### config.mk
export PLATFORM = sky130hd
export DESIGN_NAME = spi_frame_ctrl
export DESIGN_NICKNAME = d
export VERILOG_FILES = /design/src/rtl/spi_frame_ctrl_pkg.sv /design/src/rtl/spi_byte_fifo.sv /design/src/rtl/spi_frame_ctrl.sv
export SDC_FILE = /design/constraint.sdc
export NUM_CORES = 1
export LEC_CHECK = 0
export BUFFER_PORTS_ARGS = -buffer_cell sky130_fd_sc_hd__buf_2
export CELL_PAD_IN_SITES_DETAIL_PLACEMENT = 1
export CELL_PAD_IN_SITES_GLOBAL_PLACEMENT = 2
export CORE_MARGIN = 5
export CORE_UTILIZATION = 45
export DETAILED_ROUTE_END_ITERATION = 6
export PLACE_DENSITY_LB_ADDON = 0.1
export SYNTH_ARGS = -nofsm -noshare
export SYNTH_HDL_FRONTEND = slang
export SYNTH_SLANG_ARGS = --single-unit
### constraint.sdc
create_clock -name clk -period 4.1 [get_ports clk]
set_clock_uncertainty 0.2 [all_clocks]
set_input_delay 0.41 -clock clk [delete_from_list [all_inputs] [get_ports clk]]
set_output_delay 0.41 -clock clk [all_outputs]
set_load 0.1 [all_outputs]
### src/rtl/spi_frame_ctrl_pkg.sv
// spi_frame_ctrl_pkg: shared constants and types for the SPI frame sequencer.
//   ClkFreq          - system clock frequency shared with the rest of the design
//   SpiSt*           - 2-bit state encodings of the frame FSM
//   spi_state_e      - typed FSM state built on those encodings
package spi_frame_ctrl_pkg;

  localparam int unsigned ClkFreq = 50_000_000;

  localparam logic [1:0] SpiStIdle  = 2'd0;
  localparam logic [1:0] SpiStLoad  = 2'd1;
  localparam logic [1:0] SpiStShift = 2'd2;
  localparam logic [1:0] SpiStGap   = 2'd3;

  typedef enum logic [1:0] {
    StIdle  = SpiStIdle,
    StLoad  = SpiStLoad,
    StShift = SpiStShift,
    StGap   = SpiStGap
  } spi_state_e;

endpackage

### src/rtl/spi_byte_fifo.sv
// spi_byte_fifo: synchronous single-clock byte FIFO.
// Ports:
//   clk, reset_n   - clock, synchronous active-low reset (empties the FIFO)
//   push, din      - write request and data; dropped while full, even alongside a pop
//   pop            - remove the head entry; ignored while empty
//   dout           - current head entry (read from the register array)
//   full, empty    - occupancy flags
//   level          - occupancy, 0..DEPTH
module spi_byte_fifo #(
  parameter int unsigned DEPTH = 16
) (
  input  logic                     clk,
  input  logic                     reset_n,
  input  logic                     push,
  input  logic [7:0]               din,
  input  logic                     pop,
  output logic [7:0]               dout,
  output logic                     full,
  output logic                     empty,
  output logic [$clog2(DEPTH):0]   level
);

  localparam int unsigned PtrW = $clog2(DEPTH);

  logic [7:0]      mem_q [DEPTH];
  logic [PtrW-1:0] wr_ptr_q;
  logic [PtrW-1:0] rd_ptr_q;
  logic [PtrW:0]   level_q;
  logic            push_ok;
  logic            pop_ok;

  assign full    = (level_q == (PtrW + 1)'(DEPTH));
  assign empty   = (level_q == '0);
  assign level   = level_q;
  assign dout    = mem_q[rd_ptr_q];
  assign push_ok = push && !full;
  assign pop_ok  = pop && !empty;

  // DEPTH is a power of two, so pointer overflow is the modulo wrap.
  always_ff @(posedge clk) begin
    if (!reset_n) begin
      wr_ptr_q <= '0;
      rd_ptr_q <= '0;
      level_q  <= '0;
    end else begin
      if (push_ok) wr_ptr_q <= wr_ptr_q + PtrW'(1);
      if (pop_ok)  rd_ptr_q <= rd_ptr_q + PtrW'(1);
      unique case ({push_ok, pop_ok})
        2'b10:   level_q <= level_q + (PtrW + 1)'(1);
        2'b01:   level_q <= level_q - (PtrW + 1)'(1);
        default: level_q <= level_q;
      endcase
    end
  end

  // Storage needs no reset; the pointers define what is valid.
  always_ff @(posedge clk) begin
    if (push_ok) mem_q[wr_ptr_q] <= din;
  end

endmodule

### src/rtl/spi_frame_ctrl.sv
// spi_frame_ctrl: frame sequencer in front of the byte-serial SPI transmitter.
// Bytes are buffered in a FIFO; `start` sends `frame_len` of them as one CS frame,
// holding spi_onoff high, presenting each byte on spi_data and advancing on spi_valid,
// then keeps CS low for GAP_CYCLES before pulsing `done`.
// Optional build macro: SPI_TIMEOUT_EN adds a per-byte watchdog (TIMEOUT_CYCLES) that
// aborts a stalled frame, discards its remaining bytes and still finishes with the gap.
// Ports:
//   clk, reset_n        - clock, synchronous active-low reset
//   wr_en, wr_data      - FIFO write
//   full, level         - FIFO status
//   start, frame_len    - frame request (frame_len sampled with start)
//   busy, done, err     - status; done/err are one-cycle pulses
//   spi_onoff, spi_data - transmitter onoff / data_in
//   spi_valid           - transmitter byte-complete pulse
module spi_frame_ctrl
  import spi_frame_ctrl_pkg::*;
#(
  parameter int unsigned FIFO_DEPTH     = 16,
  parameter int unsigned GAP_CYCLES     = 100,
  parameter int unsigned TIMEOUT_CYCLES = 4096
) (
  input  logic                          clk,
  input  logic                          reset_n,
  input  logic                          wr_en,
  input  logic [7:0]                    wr_data,
  output logic                          full,
  output logic [$clog2(FIFO_DEPTH):0]   level,
  input  logic                          start,
  input  logic [$clog2(FIFO_DEPTH):0]   frame_len,
  output logic                          busy,
  output logic                          done,
  output logic                          err,
  output logic                          spi_onoff,
  output logic [7:0]                    spi_data,
  input  logic                          spi_valid
);

  localparam int unsigned LvlW = $clog2(FIFO_DEPTH) + 1;
  localparam int unsigned GapW = $clog2(GAP_CYCLES + 1);

  spi_state_e      state_q;
  logic [LvlW-1:0] bytes_left_q;
  logic [GapW-1:0] gap_cnt_q;
  logic            fifo_pop;
  logic [7:0]      fifo_dout;
  logic            fifo_empty;
  logic            more_bytes;

`ifdef SPI_TIMEOUT_EN
  localparam int unsigned WdW = $clog2(TIMEOUT_CYCLES + 1);
  logic [WdW-1:0]  wd_cnt_q;
  logic            drain_q;
`endif

  assign more_bytes = (bytes_left_q != '0);

  spi_byte_fifo #(
    .DEPTH (FIFO_DEPTH)
  ) u_fifo (
    .clk     (clk),
    .reset_n (reset_n),
    .push    (wr_en),
    .din     (wr_data),
    .pop     (fifo_pop),
    .dout    (fifo_dout),
    .full    (full),
    .empty   (fifo_empty),
    .level   (level)
  );

  // Pop happens in the same cycle the byte is captured into spi_data.
  always_comb begin
    fifo_pop = 1'b0;
    unique case (state_q)
      StLoad:  fifo_pop = 1'b1;
      StShift: begin
`ifdef SPI_TIMEOUT_EN
        if (drain_q) fifo_pop = more_bytes;
        else
`endif
        fifo_pop = spi_valid && more_bytes;
      end
      default: fifo_pop = 1'b0;
    endcase
  end

  always_ff @(posedge clk) begin
    if (!reset_n) begin
      state_q      <= StIdle;
      bytes_left_q <= '0;
      gap_cnt_q    <= '0;
      busy         <= 1'b0;
      done         <= 1'b0;
      err          <= 1'b0;
      spi_onoff    <= 1'b0;
      spi_data     <= '0;
`ifdef SPI_TIMEOUT_EN
      wd_cnt_q     <= '0;
      drain_q      <= 1'b0;
`endif
    end else begin
      done <= 1'b0;
      err  <= 1'b0;
      unique case (state_q)
        StIdle: begin
          if (start) begin
            if (frame_len != '0 && frame_len <= level && !fifo_empty) begin
              bytes_left_q <= frame_len;
              busy         <= 1'b1;
              state_q      <= StLoad;
            end else begin
              err <= 1'b1;
            end
          end
        end
        StLoad: begin
          spi_data     <= fifo_dout;
          spi_onoff    <= 1'b1;
          bytes_left_q <= bytes_left_q - LvlW'(1);
          state_q      <= StShift;
`ifdef SPI_TIMEOUT_EN
          wd_cnt_q     <= '0;
`endif
        end
        StShift: begin
`ifdef SPI_TIMEOUT_EN
          if (drain_q) begin
            // Aborted frame: discard what is left, then run the normal gap.
            if (more_bytes) begin
              bytes_left_q <= bytes_left_q - LvlW'(1);
            end else begin
              drain_q   <= 1'b0;
              gap_cnt_q <= GapW'(GAP_CYCLES - 1);
              state_q   <= StGap;
            end
          end else if (!spi_valid) begin
            if (wd_cnt_q == WdW'(TIMEOUT_CYCLES - 1)) begin
              spi_onoff <= 1'b0;
              err       <= 1'b1;
              drain_q   <= 1'b1;
            end else begin
              wd_cnt_q <= wd_cnt_q + WdW'(1);
            end
          end else begin
            wd_cnt_q <= '0;
          end
          if (spi_valid && !drain_q) begin
`else
          if (spi_valid) begin
`endif
            if (more_bytes) begin
              spi_data     <= fifo_dout;
              bytes_left_q <= bytes_left_q - LvlW'(1);
            end else begin
              spi_onoff <= 1'b0;
              gap_cnt_q <= GapW'(GAP_CYCLES - 1);
              state_q   <= StGap;
            end
          end
        end
        StGap: begin
          // Counter starts at GAP_CYCLES-1 so CS stays low for exactly GAP_CYCLES cycles.
          if (gap_cnt_q == '0) begin
            done    <= 1'b1;
            busy    <= 1'b0;
            state_q <= StIdle;
          end else begin
            gap_cnt_q <= gap_cnt_q - GapW'(1);
          end
        end
        default: state_q <= StIdle;
      endcase
    end
  end

endmodule

# After elaboration in Yosys (flattened, before gate mapping)
# Memory sizes are Yosys's and may differ from the RTL's. A register that Yosys moved wholly into a read port is not among the register bits.
# Index checks and enable logic that the tools add are counted.
# word_totals
ff_bits	39
ramBits	128
in_bits	18
n_memories	1
# mem_list
name	depth	width	read_ports	rd_clocked_by_memory_dff	write_ports	line_no	text
u_fifo.mem_q	16	8	1	1	1	spi_byte_fifo.sv:25	logic [7:0] mem_q [DEPTH];
# classes
n_addsub	6
order_cmp	1
eq_ne	13
n_mux	33
n_reduce_logical	25
# op_table
cell	n
$mux 7	3
$mux 5	4
$mux 8	2
$pmux 8 s2	1
$pmux 5 s3	1
$ne 2x2->1 const B	7
$pmux 7 s2	1
$mux 2	5
$pmux 5 s2	1
$reduce_and 5->1	2
$reduce_bool 5->1	2
$sub 5x1->5 const B	2
$mux 1	9
$reduce_and 3->1	3
$add 4x1->4 const B	2
$mux 4	2
$pmux 2 s4	1
$reduce_and 4->1	2
$reduce_bool 2->1	4
$logic_not 7->1	1
$sub 7x1->7 const B	1
$eq 2x2->1 const B	3
$pmux 1 s2	3
$add 5x1->5 const B	1
9 further kinds	15

# Longest topological paths before layout
# logic_depth
word_depth	6
ltp_mapped	14
depth_no_buf	13

# Cells and area by module
# A second synthesis with hierarchy kept.
# unflattened
hier_cells	499
area_unflattened_um2	7402.1
# modules_own_cells
module	instances	cells_per_inst	area_each_um2	seq_area_each_um2
spi_byte_fifo	1	331	5931.9	4184.0
spi_frame_ctrl	1	168	1470.2	520.5

# Worst setup path before layout
# OpenSTA, ideal clock, no wires.
# synth_path
path_type	flip-flop to flip-flop
startpoint	register u_fifo.level_q[1], in the netlist u_fifo.level[1]
endpoint	register u_fifo.level_q[4], in the netlist u_fifo.level[4]
setup_time_ns	0.072
t_arrival_ns	3.649
required_time_ns	3.828
path_slack_ns	0.179
path_stages_with_launch	14
n_path_buf	2
period_less_slack_ns	3.921
cell_sequence	dfxtp_1 -> or4_1 -> or2_2 -> and2_1 -> buf_2 -> inv_1 -> ha_1 -> clkbuf_1 -> xor2_1 -> ha_1 -> and3_1 -> o31a_1 -> nor4_1 -> mux2i_1
# synth_between
elab_chain_len	5
word_cells_on_any_way	12
cone_classes	add/sub: 2; eq/ne: 3; mux: 1; reduce/logical: 6
# synth_lines
element	line_no	text
from (decl)	spi_byte_fifo.sv:28	logic [PtrW:0] level_q;
from (signal assigned)	spi_byte_fifo.sv:49	2'b10: level_q <= level_q + (PtrW + 1)'(1);
from (signal assigned)	spi_byte_fifo.sv:50	2'b01: level_q <= level_q - (PtrW + 1)'(1);
from (signal assigned)	spi_byte_fifo.sv:51	default: level_q <= level_q;
$eq 5x5->1 / $logic_not 5->1 (equally long branches)	spi_byte_fifo.sv:32, spi_byte_fifo.sv:33	
$logic_not 1->1, on equally long branches	spi_byte_fifo.sv:36, spi_byte_fifo.sv:37	
$logic_and 1x1->1, on equally long branches	spi_byte_fifo.sv:36, spi_byte_fifo.sv:37	
$eq 2x1->1 / $eq 2x2->1 (equally long branches)	spi_byte_fifo.sv:48	unique case ({push_ok, pop_ok})
$pmux 5 s2 / $reduce_bool 2->1 (equally long branches)	n/a	
# Parallel ways exist; a longest one is shown, timed or not.
# A chain may end at the register's enable or synchronous reset.

# Final worst setup path
# layout_path
startpoint	register u_fifo.level_q[0], in the netlist u_fifo.level[0]
endpoint	register u_fifo.level_q[4], in the netlist u_fifo.level[4]
# The elaborated chain is that of the path after synthesis.

==> metrics.md <==
| Metric | Value |
|---|---|
| Core ar. | `15800 sq um` |
| Worst-margin pin slew | `1.06 ns` |
| Layout Utilization | `52.2%` |
| Final-layout fill cell count | `1526` |
| Ranking of synthesized cells by area | `edfxtp_1 (53%), mux4_2 (12%), dfxtp_1 (12%)` |
| Post-synthesis instance area | `7230 sq um` |
| Hold WC Path Type | `input pin to flop` |
| Hold path depth | `2` |
| CP max stage cell | `or4_1` |
| Clk slew on worst S/H paths | `0.07 ns` |
| First-pass GRT wire length | `23.8 mm` |
| # rows | `46` |
| Final wirelength | `15.1 mm` |
| H-tree levels | `4` |
| Post-synth ARST share | `0%` |
| # IOs | `36` |
| Sequential share of power | `42.6%` |
| Final TNS setup | `0 ns` |
| Diode count | `0` |
| Area occupied by multi-input gates | `2350 sq um` |
| CP cell instances | `or4_1, or2_2, and2_1, inv_1, ha_1, xor2_1, ha_1, and3_1, o31a_1, nor4_1, mux2i_1` |
| Nets@finish | `553` |
| First-pass DRT Iterations | `4` |
| Maximum VDD drop | `0.307 mV` |
| Syn Inst Count | `474` |
| Clk pwr share | `33.0%` |
| Hold_sp | `start` |
| Grt ovf | `0` |
| Gate power share | `24.4%` |
| Initial drt markers | `286` |
| Most common cell after layout, fill and taps aside | `edfxtp_1` |
| Vias | `4053` |
| Worst-case clock buffer depth | `2` |
| Number of unique standard cell types used by synthesis | `49` |
| Status | `completed` |
| IO buf count | `35` |
| Flops & latches, synth | `171` |
| Clock root cell | `clkbuf_16` |
| Largest net degree at the start of global routing | `33` |
| Number of flops mapped to enable cells by yosys | `128` |
| CP required | `4.25 ns` |
| Seq/Total Area, Yosys | `65.1%` |
| GRT Resource Usage Total | `17.3%` |
| R2R Setup Slk | `0.38 ns` |
| Net Sw Power | `1680 uW` |
| Slowest cell delay on critical path | `0.60 ns` |
| HPWL Detailed | `10.5 mm` |
| # DRC | `0` |
| Final Critical Period | `3.72 ns` |
| Leakage | `0.00279 uW` |
| Die height | `137 um` |
| Total power per unit cell area | `589 nW/um^2` |
| Max FO, Critical Path | `9` |
| Crit share post-route | `90.8%` |
| Internal cell power | `3190 uW` |
| Layout cells sized above 1 | `23.2%` |
| Relative slew slack | `29.1%` |
| CP dominant cell by count | `ha_1` |
| Share of the synthesized area in the top cell type | `53.2%` |
| Initial antenna violation count | `0` |
| Pins over their slew limit | `0` |
| R2R depth | `11` |
| Most frequent cells in the layout | `edfxtp_1 (128), dfxtp_1 (42), nor2_1 (40), mux4_2 (40), buf_2 (35)` |
| CTS tree | `built` |
| Crit path arrival time | `3.88 ns` |
| Syn. warnings | `0` |
| Initial cell density of the core | `45.7%` |
| Clock Sinks | `171` |
| Syn Area/Cell | `15.2 sq um` |
| Switch share | `34.5%` |
| Worst skew pair latency | `0.42 ns` |
| Final hold vios | `0` |
| Unrepaired setup endpoints after global routing | `no` |
| Top FF cell, synth | `edfxtp_1` |
| Post-CTS Setup Bufs | `0` |
| Drt wl/cell | `20.4 um` |
| Full die area | `18700 sq um` |
| Number of cells upsized or downsized after cts | `0` |
| Detail Route Antenna Nets | `0` |
| Reg-to-Reg Start | `u_fifo.level[0]$_SDFFE_PN0P_` |
| CTS Buf Count | `17` |
| Hold Path End | `err$_SDFF_PN0_` |
| Worst Setup Start Kind | `flop` |
| RD Place Congestion | `0.775` |
| Die Wd | `137 um` |
| # hold bufs at CTS | `0` |
| Worst flop-to-flop path endpoint | `u_fifo.level[4]$_SDFFE_PN0P_` |
| Setup CP Type | `flop to flop` |
| Yosys top cell by area | `edfxtp_1` |
| # setup viols final | `0` |
| Vias in the first global route | `4290` |
| Vias per cell | `5.46` |
| Post-Synthesis Net Count | `514` |
| Flip-flop and latch area | `4710 sq um` |
| CP Capture Type | `flop` |
| F_max | `268 MHz` |
| Max-cap violations | `0` |
| Area grow syn2layout | `14.3%` |
[cell type report]
| cell class | count | share of cell area (%) |
|---|---|---|
| Clock buffer | 17 | 5.15 |
| Inverter | 20 | 0.909 |
| Clock inverter | 15 | 2.26 |
| Tap cell | 216 | 3.27 |
| Sequential cell | 171 | 57.0 |
| Multi-Input combinational cell | 260 | 28.5 |
| Timing Repair Buffer | 43 | 3.00 |
[sequential cells by signal (all words and copies together) (netlist names), named ones only]
signal,count
busy,1
bytes_left_q,5
done,1
err,1
gap_cnt_q,7
spi_data,8
spi_onoff,1
state_q,2
u_fifo.level,5
u_fifo.mem_q,128
u_fifo.rd_ptr_q,4
u_fifo.wr_ptr_q,4
[worst max-delay path by stage]
stage	endpoint	startpoint	cells after the start	slack, ns
finish	u_fifo.level[4]$_SDFFE_PN0P_	u_fifo.level[0]$_SDFFE_PN0P_	11	0.38
global route	u_fifo.level[4]$_SDFFE_PN0P_	u_fifo.level[0]$_SDFFE_PN0P_	11	0.23
CTS	u_fifo.level[4]$_SDFFE_PN0P_	u_fifo.level[0]$_SDFFE_PN0P_	11	0.38
detailed placement	u_fifo.level[4]$_SDFFE_PN0P_	u_fifo.level[0]$_SDFFE_PN0P_	11	0.39
global placement	u_fifo.level[4]$_SDFFE_PN0P_	u_fifo.level[0]$_SDFFE_PN0P_	10	0.55
floorplan	u_fifo.level[4]$_SDFFE_PN0P_	u_fifo.level[1]$_SDFFE_PN0P_	13	0.18
[routing by layer]
metal  vias to the layer above  wire [um]  track usage [%]
met5                         -          0                0
met4                         0        103             3.58
met3                        11        600             4.49
met2                        68       7870             29.7
met1                      2081       6530             22.2
li1                       1893          -                -
[synth_stat cells (5+ instances only)]
cell      count
xnor2_1       5
nand2_1      32
o21ai_0       9
ha_1         22
nor2_1       40
xor2_1       10
a21oi_1      18
clkbuf_1     15
o31a_1        5
mux4_2       40
nor3_1        7
dfxtp_1      43
nand2b_1      6
mux2i_1       6
buf_2         5
nand4_1       5
edfxtp_1    128
inv_1        20
nand3_1       5
[through the flow]
step | area [sq um] | worst slack, ns | instances | hold WS (ns) | total power [uW]
3_3_place_gp | 7650 | 0.550 | 710 | 0.249 | 3280
4_1_cts | 8260 | 0.381 | 742 | 0.0354 | 4930
6_report | 8260 | 0.375 | 742 | 0.0559 | 4870
5_1_grt | 8260 | 0.231 | 742 | 0.0377 | 5120
2_1_floorplan | 7230 | 0.179 | 474 | 0.268 | 3030
3_5_place_dp | 7650 | 0.392 | 710 | 0.257 | 3310
[power by group through the flow]
stage	Combinational [uW]	Sequential (uW)	Clock (uW)
floorplan	641	2380	0
global placement	1170	2110	0
detailed placement	1200	2110	0
CTS	1210	2080	1650
global route	1290	2090	1740
finish	1190	2080	1610
[worst max-delay path, delay by kind of cell, from the launching register on]
kind            cells  cell delay, ns
simple gates        5            1.80
flops               1            0.38
compound gates      1            0.27
buf+inv             1            0.09
mux                 1            0.22
fa+ha+maj           2            0.58
xor+xnor            1            0.11
[cell families (layout without fill, tap and decap cells)]
| kind of cell | count (synthesis) | in the layout | share of synthesized area (%) |
|---|---|---|---|
| fa+ha+maj | 22 | 22 | 3.81 |
| xor+xnor | 15 | 15 | 1.82 |
| flops | 171 | 171 | 65.1 |
| compound gates | 53 | 53 | 5.09 |
| simple gates | 124 | 124 | 8.52 |
| mux | 46 | 46 | 13.3 |
| buf+inv | 43 | 95 | 2.37 |
No activity file was read; power rests on OpenSTA's default activity.
